## src/rtl/fetch_pkg.sv

```systemverilog
// Shared types and defaults for the instruction fetch controller.
//   fetch_state_t : fetch sequencer states
//   fetch_entry_t : one prefetched instruction plus the address it came from
package fetch_pkg;

    localparam logic [31:0] ROM_BASE_DEFAULT   = 32'h0000_1000;
    localparam int          ROM_BYTES_DEFAULT  = 4096;
    localparam int          FIFO_DEPTH_DEFAULT = 2;

    typedef enum logic [1:0] {
        FETCH = 2'd0,
        STALL = 2'd1,
        FAULT = 2'd2
    } fetch_state_t;

    typedef struct packed {
        logic [31:0] instr;
        logic [31:0] pc;
    } fetch_entry_t;

endpackage

```

## src/rtl/prefetch_fifo.sv

```systemverilog
// Prefetch FIFO holding assembled instructions for the CPU front end.
// Ports:
//   clk, rst   : clock, async active-high reset (empties the FIFO)
//   push       : write push_data; honoured when not full or when popping
//   push_data  : entry to store
//   pop        : drop the head entry; ignored while empty
//   flush      : discard all entries; wins over push and pop
//   full/empty : occupancy flags
//   head       : oldest entry (content undefined while empty)
module prefetch_fifo
    import fetch_pkg::*;
#(
    parameter int FIFO_DEPTH = FIFO_DEPTH_DEFAULT
) (
    input  logic         clk,
    input  logic         rst,
    input  logic         push,
    input  fetch_entry_t push_data,
    input  logic         pop,
    input  logic         flush,
    output logic         full,
    output logic         empty,
    output fetch_entry_t head
);

    localparam int          AW        = (FIFO_DEPTH > 1) ? $clog2(FIFO_DEPTH) : 1;
    localparam logic [AW:0] DEPTH_CNT = (AW + 1)'(FIFO_DEPTH);

    fetch_entry_t  mem [FIFO_DEPTH];
    logic [AW-1:0] rd_ptr;
    logic [AW-1:0] wr_ptr;
    logic [AW:0]   count;
    logic          do_push;
    logic          do_pop;

    assign empty   = (count == '0);
    assign full    = (count == DEPTH_CNT);
    assign do_pop  = pop && !empty;
    // When full, the slot being written is the one the pop frees this cycle.
    assign do_push = push && (!full || do_pop);
    assign head    = mem[rd_ptr];

    always_ff @(posedge clk or posedge rst) begin
        if (rst) begin
            rd_ptr <= '0;
            wr_ptr <= '0;
            count  <= '0;
        end else if (flush) begin
            rd_ptr <= '0;
            wr_ptr <= '0;
            count  <= '0;
        end else begin
            if (do_push) wr_ptr <= wr_ptr + AW'(1);
            if (do_pop)  rd_ptr <= rd_ptr + AW'(1);
            case ({do_push, do_pop})
                2'b10:   count <= count + (AW + 1)'(1);
                2'b01:   count <= count - (AW + 1)'(1);
                default: count <= count;
            endcase
        end
    end

    always_ff @(posedge clk) begin
        if (do_push && !flush) mem[wr_ptr] <= push_data;
    end

endmodule

```

## src/rtl/instr_fetch_ctrl.sv

```systemverilog
// Instruction fetch controller: reads the byte-wide instruction ROM one byte
// per cycle, assembles 4-byte instructions MSB-first, queues them in a
// prefetch FIFO and handles PC redirects and out-of-window fetch faults.
// Ports:
//   clk, rst        : clock, async active-high reset
//   mem_en          : ROM byte read strobe
//   mem_addr        : ROM byte address
//   mem_rdata       : ROM byte, combinational from mem_addr
//   instr_valid     : FIFO head holds an instruction
//   instr, instr_pc : head instruction and its address (zero while empty)
//   instr_ready     : consumer takes the head this cycle
//   redirect_valid  : flush and restart fetch at redirect_pc
//   redirect_pc     : new fetch PC
//   fault           : fetch stopped on a misaligned or out-of-window PC
//
// state | meaning
// FETCH | reading byte byte_cnt of the word at fetch_pc
// STALL | word complete except last byte, FIFO full; re-reading byte 3
// FAULT | fetch_pc failed the window check; waiting for a redirect
module instr_fetch_ctrl
    import fetch_pkg::*;
#(
    parameter logic [31:0] ROM_BASE   = ROM_BASE_DEFAULT,
    parameter int          ROM_BYTES  = ROM_BYTES_DEFAULT,
    parameter int          FIFO_DEPTH = FIFO_DEPTH_DEFAULT
) (
    input  logic        clk,
    input  logic        rst,
    output logic        mem_en,
    output logic [31:0] mem_addr,
    input  logic [7:0]  mem_rdata,
    output logic        instr_valid,
    output logic [31:0] instr,
    output logic [31:0] instr_pc,
    input  logic        instr_ready,
    input  logic        redirect_valid,
    input  logic [31:0] redirect_pc,
    output logic        fault
);

    // One past the last ROM byte; 33 bits so a window ending at 4 GiB works.
    localparam logic [32:0] ROM_END = {1'b0, ROM_BASE} + 33'(ROM_BYTES);

    fetch_state_t state;
    fetch_state_t state_next;
    logic [31:0]  fetch_pc;
    logic [1:0]   byte_cnt;
    logic [23:0]  lanes;
    logic [32:0]  last_byte;
    logic         pc_legal;
    logic         capture;
    logic         push;
    logic         pop;
    logic         can_accept;
    logic         fifo_full;
    logic         fifo_empty;
    fetch_entry_t push_data;
    fetch_entry_t head;

    assign last_byte  = {1'b0, fetch_pc} + 33'd3;
    assign pc_legal   = (fetch_pc[1:0] == 2'b00) && (fetch_pc >= ROM_BASE) &&
                        (last_byte < ROM_END);
    assign pop        = instr_valid && instr_ready;
    assign can_accept = !fifo_full || pop;
    // The last byte is taken straight from the ROM, never registered.
    assign push_data  = {{lanes, mem_rdata}, fetch_pc};
    assign mem_addr   = fetch_pc + {30'd0, byte_cnt};

    always_ff @(posedge clk or posedge rst) begin
        if (rst) state <= FETCH;
        else     state <= state_next;
    end

    always_comb begin
        state_next = state;
        mem_en     = 1'b0;
        capture    = 1'b0;
        push       = 1'b0;
        case (state)
            FETCH: begin
                if (byte_cnt == 2'd0 && !pc_legal) begin
                    state_next = FAULT;
                end else begin
                    mem_en  = 1'b1;
                    capture = 1'b1;
                    if (byte_cnt == 2'd3) begin
                        if (can_accept) push = 1'b1;
                        else            state_next = STALL;
                    end
                end
            end
            STALL: begin
                mem_en = 1'b1;
                if (can_accept) begin
                    push       = 1'b1;
                    state_next = FETCH;
                end
            end
            FAULT: begin
                state_next = FAULT;
            end
            default: begin
                state_next = FETCH;
            end
        endcase
        // Redirect kills whatever word is in flight, including a push.
        if (redirect_valid) begin
            state_next = FETCH;
            capture    = 1'b0;
            push       = 1'b0;
        end
        if (rst) mem_en = 1'b0;
    end

    always_ff @(posedge clk or posedge rst) begin
        if (rst) begin
            fetch_pc <= ROM_BASE;
            byte_cnt <= 2'd0;
            lanes    <= '0;
        end else if (redirect_valid) begin
            fetch_pc <= redirect_pc;
            byte_cnt <= 2'd0;
        end else if (push) begin
            fetch_pc <= fetch_pc + 32'd4;
            byte_cnt <= 2'd0;
        end else if (capture && byte_cnt != 2'd3) begin
            case (byte_cnt)
                2'd0:    lanes[23:16] <= mem_rdata;
                2'd1:    lanes[15:8]  <= mem_rdata;
                default: lanes[7:0]   <= mem_rdata;
            endcase
            byte_cnt <= byte_cnt + 2'd1;
        end
    end

    prefetch_fifo #(
        .FIFO_DEPTH (FIFO_DEPTH)
    ) u_fifo (
        .clk       (clk),
        .rst       (rst),
        .push      (push),
        .push_data (push_data),
        .pop       (pop),
        .flush     (redirect_valid),
        .full      (fifo_full),
        .empty     (fifo_empty),
        .head      (head)
    );

    assign instr_valid = !fifo_empty;
    assign instr       = instr_valid ? head.instr : 32'd0;
    assign instr_pc    = instr_valid ? head.pc    : 32'd0;
    assign fault       = (state == FAULT);

endmodule

```

## config.mk

```make
export PLATFORM = sky130hd
export DESIGN_NAME = instr_fetch_ctrl
export DESIGN_NICKNAME = d
export VERILOG_FILES = /design/src/rtl/fetch_pkg.sv /design/src/rtl/prefetch_fifo.sv /design/src/rtl/instr_fetch_ctrl.sv
export SDC_FILE = /design/constraint.sdc
export NUM_CORES = 1
export LEC_CHECK = 0
export CORE_MARGIN = 2
export CORE_UTILIZATION = 53
export DETAILED_ROUTE_END_ITERATION = 7
export PLACE_DENSITY = 0.79
export SKIP_CTS_REPAIR_TIMING = 1
export SYNTH_ARGS = -nofsm -noshare
export SYNTH_HDL_FRONTEND = slang
export SYNTH_HIERARCHICAL = 1
export SYNTH_SLANG_ARGS = --single-unit
```

## constraint.sdc

```tcl
create_clock -name clk -period 8.7 [get_ports clk]
set_input_delay 2.175 -clock clk [delete_from_list [all_inputs] [get_ports clk]]
set_output_delay 2.175 -clock clk [all_outputs]
set_load 0.01 [all_outputs]
```

## Yosys cells after proc, flatten, opt, wreduce, memory -nomap -nowiden

Memories as Yosys holds them, arrays and structs flattened.
Cells that the tools add are included.
Widths: inputs -> output; s select.

- Reduce and logical (&&, ||, !) cells: 28
- Add/subtract/negate cells: 8
- Equality and inequality tests: 11
- Bitwise gates (word level): 3
- Mux-type cells: 31
- Magnitude comparators: 2

Operators by type and width:

| cell | count |
|---|---|
| $mux 32 | 4 |
| $add 32x2->33 const B | 1 |
| $lt 33x14->1 const B | 1 |
| $add 32x2->32 | 1 |
| $add 32x3->32 const B | 1 |
| $ge 32x13->1 const B | 1 |
| $mux 2 | 9 |
| $mux 1 | 14 |
| $reduce_and 4->1 | 3 |
| $eq 2x2->1 const B | 4 |
| $logic_and 1x1->1 | 8 |
| $logic_not 2->1 | 4 |
| $ne 4x4->1 const B | 2 |
| $eq 2x1->1 const B | 3 |
| $pmux 2 s3 | 1 |
| $reduce_bool 2->1 | 3 |
| $reduce_bool 3->1 | 2 |
| $add 2x1->2 const B | 2 |
| $logic_not 1->1 | 4 |
| $pmux 1 s2 | 2 |
| $pmux 2 s2 | 1 |
| $ne 3x3->1 const B | 1 |
| $not 1->1 | 3 |
| $reduce_and 3->1 | 1 |
| 5 further kinds | 7 |

- Bits in writable memories: 128
- Register bits after elaboration: 64
- Memories kept: 1
- Word-level logic and storage cells: 93
- Output and inout port bits: 99

Memory list:

| memory | depth | bits a word | rd ports | clocked after memory_dff | write ports | RTL line | text |
|---|---|---|---|---|---|---|---|
| u_fifo.mem | 2 | 64 | 1 | 0 | 1 | prefetch_fifo.sv:29 | `fetch_entry_t mem [FIFO_DEPTH];` |

## Logic depth before layout (Yosys ltp)

- Depth in word-level cells: 13
- Depth in mapped cells: 14

## Cells and area by module

Netlist, hierarchy kept.

Modules (own cells, without submodules):

| module | area each (um2) | instances | cells an instance |
|---|---|---|---|
| instr_fetch_ctrl | 5057.4 | 1 | 609 |
| prefetch_fifo | 4859.7 | 1 | 229 |

## Least setup slack after synthesis

No wires, ideal clock.

- Path kind: input port to flip-flop
- Start point: input instr_ready
- End point: memory u_fifo/mem[0][0] in the netlist's numbering, enable pin
- Setup time: 0.565 ns
- Data required time: 8.135 ns
- Buffers on the path: 3
- Stages: 10
- Arrival: 8.279 ns
- Setup slack: -0.144 ns
- Path through: nand2_1 a21oi_1 and2_1 o2111ai_1 buf_2 buf_2 a21oi_1 clkbuf_1 nand2_1 nor3_1

- Word-level cells in the longest chain between the ends: 11
- Elaborated cells on any way between the ends: 13
- Classes of those cells: mux: 7; reduce/logical: 6

RTL lines:

| what | RTL line | text |
|---|---|---|
| from (decl) | instr_fetch_ctrl.sv:35 | `input logic instr_ready,` |
| $logic_and 1x1->1 (*) | instr_fetch_ctrl.sv:63 | `assign pop = instr_valid && instr_ready;` |
| $logic_or 1x1->1 (*) | instr_fetch_ctrl.sv:64 | `assign can_accept = !fifo_full \|\| pop;` |
| $mux 1 (*) | instr_fetch_ctrl.sv:87, instr_fetch_ctrl.sv:94 |  |
| $mux 1 | instr_fetch_ctrl.sv:86 | `if (byte_cnt == 2'd3) begin` |
| $mux 1 | instr_fetch_ctrl.sv:81 | `if (byte_cnt == 2'd0 && !pc_legal) begin` |
| $pmux 1 s2 (*) | instr_fetch_ctrl.sv:79 | `case (state)` |
| $mux 1 (*) | instr_fetch_ctrl.sv:107 | `if (redirect_valid) begin` |
| named net push | instr_fetch_ctrl.sv:52 | `logic push;` |
| $logic_and 1x1->1 (*) | prefetch_fifo.sv:40 | `assign do_push = push && (!full \|\| do_pop);` |
| $logic_and 1x1->1 (*) | prefetch_fifo.sv:64 | `if (do_push && !flush) mem[wr_ptr] <= push_data;` |
| $mux 1 (*) | prefetch_fifo.sv:64 |  |
| $mux 1 (not written as such) (*) | prefetch_fifo.sv:64 |  |
| to (decl) | prefetch_fifo.sv:29 |  |

The timed path passes the listed nets; every way through them passes the cells marked *.

## Worst setup path in the final report

- Start point: register fetch_pc[24]
- End point: output mem_en

- Word-level cells in the longest chain between the ends: 8
- Elaborated cells on any way between the ends: 10
- Classes of those cells: add/sub: 1; order compare: 2; mux: 3; reduce/logical: 4

RTL lines:

| what | RTL line | text |
|---|---|---|
| from (decl) | instr_fetch_ctrl.sv:46 | `logic [31:0] fetch_pc;` |
| from (signal assigned) | instr_fetch_ctrl.sv:121 | `fetch_pc <= redirect_pc;` |
| from (signal assigned) | instr_fetch_ctrl.sv:124 | `fetch_pc <= fetch_pc + 32'd4;` |
| $add 32x2->33 / $ge 32x13->1 (equally long branches) | instr_fetch_ctrl.sv:60, instr_fetch_ctrl.sv:61 |  |
| $lt 33x14->1 / $logic_and 1x1->1 (equally long branches) | instr_fetch_ctrl.sv:62, instr_fetch_ctrl.sv:61 |  |
| $logic_and 1x1->1 (*) | instr_fetch_ctrl.sv:61 | `assign pc_legal = (fetch_pc[1:0] == 2'b00) && (fetch_pc >= ROM_BASE) &&` |
| $logic_not 1->1 (*) | instr_fetch_ctrl.sv:81 |  |
| $logic_and 1x1->1 (*) | instr_fetch_ctrl.sv:81 |  |
| $mux 1 (*) | instr_fetch_ctrl.sv:81 |  |
| $pmux 1 s2 (*) | instr_fetch_ctrl.sv:79 |  |
| $mux 1 (*) | instr_fetch_ctrl.sv:112 | `if (rst) mem_en = 1'b0;` |
| to (decl) | instr_fetch_ctrl.sv:29 | `output logic mem_en,` |

Mark *: on every way between the ends. The rest lies on a longest branch, timed or not.

==> flow_summary_export.csv <==
group,metric,value,unit
placement,port_buffers,142,
floorplanning,start_util,0.5355,
yosys,ys_async_sr_fraction,0.3333,
clock_tree,cts_tree,"built",
floorplanning,dieArea,19820,um^2
min_path,hp-start,"lanes[15]",
clock_tree,cts_max_level,4,
cells_and_area,antennaDiodeCount,0,
clock_tree,path_clk_slew,0.07,ns
clock_tree,cts.sinks,192,
yosys,synth_seq_cells,192,
critical_path,rr_startpoint,"fetch_pc[24]",
sta,slew_headroom,0.2215,
critical_path,r2r_cells,9,
power,leakagePower,4.245,nW
power,p_per_area,176.6,nW/um^2
floorplanning,core_area,18520,um^2
yosys,synthSimpleGateAreaFrac,0.1660,
sta,tightest_slew,1.168,ns
placement,place_ws,2.750,ns
run,maxCapViolCount,0,
placement,placed_cells,1156,
sta,grt_setup_unrepaired,"no",
cells_and_area,multiInputGateArea,4106,um^2
critical_path,path_cells,"nand4_2, nor3_1, and4_1, o2111ai_1, a2111o_1, nand2_1, nor2_1, nor3_1, clkdlybuf4s50_1",
yosys,synth-edff-count,128,
yosys,yosysTopAreaCell,"edfxtp_1",
sta,layout_min_cycle_time,5.916,ns
yosys,yosysUniqueCellTypes,67,
clock_tree,clock_latency,0.44,ns
clock_tree,root_buffer,"clkbuf_16",
floorplanning,io_pins,143,
sta,clock_skew,0.01035,ns
cells_and_area,nets,993,
cells_and_area,drive_above_1_share,0.1646,
yosys,synth_mux_area_frac,0.1093,
routing,dr.pass1.iters,5,
critical_path,slowest_delay,0.69,ns
floorplanning,row_count,50,
critical_path,slowest_stage,"dfrtp_1",
global_routing,grt_max_degree,66,
global_routing,grt_pass1_vias,6825,
placement,dp_hpwl,16160,um
yosys,syn_avg_cell_area,11.83,um^2
yosys,yosys-top-cells-count,"128 x edfxtp_1, 84 x nor2b_1, 74 x mux2_2, 63 x dfrtp_1, 52 x nand3_1",
yosys,synth-warning-count,6,
yosys,yosysSeqAreaShare,0.5492,
critical_path,worstSetupEndpointType,"output port",
yosys,synth_fa_ha_area_frac,0.01085,
floorplanning,die_h,140.8,um
yosys,synth_ff_type,"edfxtp_1",
yosys,synth_nets,890,
critical_path,worst_path_most_repeated_cell,"nor3_1",
yosys,synth_area,9917,um^2
critical_path,startpoint_type,"flip-flop",
global_routing,grt_pass1_wl,38120,um
critical_path,reg2reg_slack,3.83,ns
global_routing,grt_use_total,0.2505,
yosys,synth_xor_area_frac,0.03003,
sta,hold_violations,0,
critical_path,timing.rr.end,"u_fifo/mem[1][9]",
sta,setup_violations,0,
yosys,synth_top_area_share,0.3876,
power,p_total,2.132,mW
global_routing,antenna_found_initial,0,
sta,final.setup.tns,0,ns
routing,ant_nets,0,
floorplanning,die_w,140.8,um
critical_path,cp.required,6.53,ns
sta,fin_crit_sh,0.6800,
cells_and_area,seq_area,5448,um^2
sta,max_freq,0.1690,GHz
global_routing,grt-ovfl-total,0,
clock_tree,cts_buffers,17,
min_path,hold-path-endpoint,"u_fifo/mem[1][55]",
min_path,whs_path_depth,0,
yosys,synth_top_family_by_area,"simple AND/OR/NAND/NOR gates",
cells_and_area,final-instance-count-excl-fill,1188,
yosys,synth_compound_area_frac,0.09488,
sta,worst_slack,2.784,ns
yosys,yosysMostFrequentCell,"edfxtp_1",
cells_and_area,syn2layout_area_growth,21.75,%
critical_path,arrival,3.74,ns
placement,place_area,11420,um^2
routing,num_vias,7253,
cells_and_area,fillers,1393,
cells_and_area,final_cell_area,12070,um^2
cells_and_area,final_util,0.6520,
placement,globalplace.congestion,0.9700,
yosys,syn_inst,838,
sta,whs,0.4769,ns
critical_path,critPathKind,"flip-flop to output port",
routing,viasPerCell,6.105,
sta,final_max_slew_viol_count,0,
yosys,synthTopCellsByArea,"edfxtp_1 39%, dfrtp_1 16%, mux2_2 8.4%",
routing,wl_per_cell,20.67,um
routing,drt_iter0_drc,731,
critical_path,crit_fanout,13,
routing,wirelength,24550,um
clock_tree,clockBufferDepth,2,
routing,post-route-drc-count,0,
power,vdd_drop_max,0.1376,mV
min_path,hp-class,"flip-flop to flip-flop",
outcome,status,"finished clean",
-- worst max-delay path, delay by kind of cell, from the launching register on --
family / cells / cell delay, ns
flip-flops: 1 / 0.69
AO/OA/AOI/OAI: 2 / 0.68
buffers and inverters: 1 / 0.56
AND/OR/NAND/NOR: 6 / 1.37
-- power by group --
part / total (mW) / internal (mW) / switching, mW
clock: 0.842 / 0.450 / 0.392
combinational: 0.221 / 0.106 / 0.115
sequential: 1.07 / 1.00 / 0.0653
-- kinds of logic (layout without fill, tap and decap cells) --
| kind of cell | Yosys count | count (layout) |
|---|---|---|
| buffers and inverters | 91 | 207 |
| DFF | 192 | 192 |
| and+or+nand+nor | 299 | 299 |
| xor gates and xnor gates | 34 | 34 |
| muxes | 91 | 91 |
| AOI/OAI and AO/OA | 123 | 123 |
| adders and majority gates | 8 | 8 |
-- routing by layer --
metal,GRT usage,wire [um]
met1,0.3563,10550
met2,0.3877,11460
met3,0.03567,1669
met4,0.1100,866
met5,0,0
-- sequential cells by signal, indices dropped and copies added (netlist names) --
| name | flops |
|---|---|
| u_fifo/wr_ptr | 1 |
| u_fifo/rd_ptr | 1 |
| fetch_pc | 32 |
| lanes | 24 |
| byte_cnt | 2 |
| state | 2 |
| u_fifo/count | 2 |
| u_fifo/mem | 128 |
-- final cells by class --
class / instances / share of cell area
Clock inverter: 15 / 0.01855
Inverter: 23 / 0.007150
Multi-Input combinational cell: 555 / 0.3401
Timing Repair Buffer: 152 / 0.1235
Tap cell: 234 / 0.02425
Sequential cell: 192 / 0.4512
Clock buffer: 17 / 0.03523
-- placed cells by master, fill, tap and decap left out, types with 6 or more instances in the layout --
master             n
nand4_1           11
clkdlybuf4s50_1  141
clkbuf_16         17
buf_4             10
o21ai_0            7
mux2_2            74
ha_1               7
nor2b_1           84
o211ai_1          22
a22oi_1           11
nor2_1            38
a31oi_1           10
a22o_1             7
edfxtp_1         128
xnor2_1           17
mux2_4            16
xor2_1            17
a2111o_1          13
nand2_1           36
or3_1              8
nand3_1           52
nor4_1            17
dfrtp_1           62
and3_1             6
inv_1             21
a21oi_1           20
nor3_1            21
-- how the worst max path moves through the flow --
stage	from	end	slack, ns	depth (start not counted)
global placement	instr_ready	u_fifo/mem[1][3]	2.84	9
finish	fetch_pc[24]	mem_en	2.78	9
floorplan	instr_ready	u_fifo/mem[0][0]	1.81	10
global route	fetch_pc[24]	mem_en	2.59	9
detailed placement	instr_ready	u_fifo/mem[1][3]	2.75	9
CTS	fetch_pc[24]	mem_en	2.81	9
Note: power is estimated with default switching activity, not from simulation.
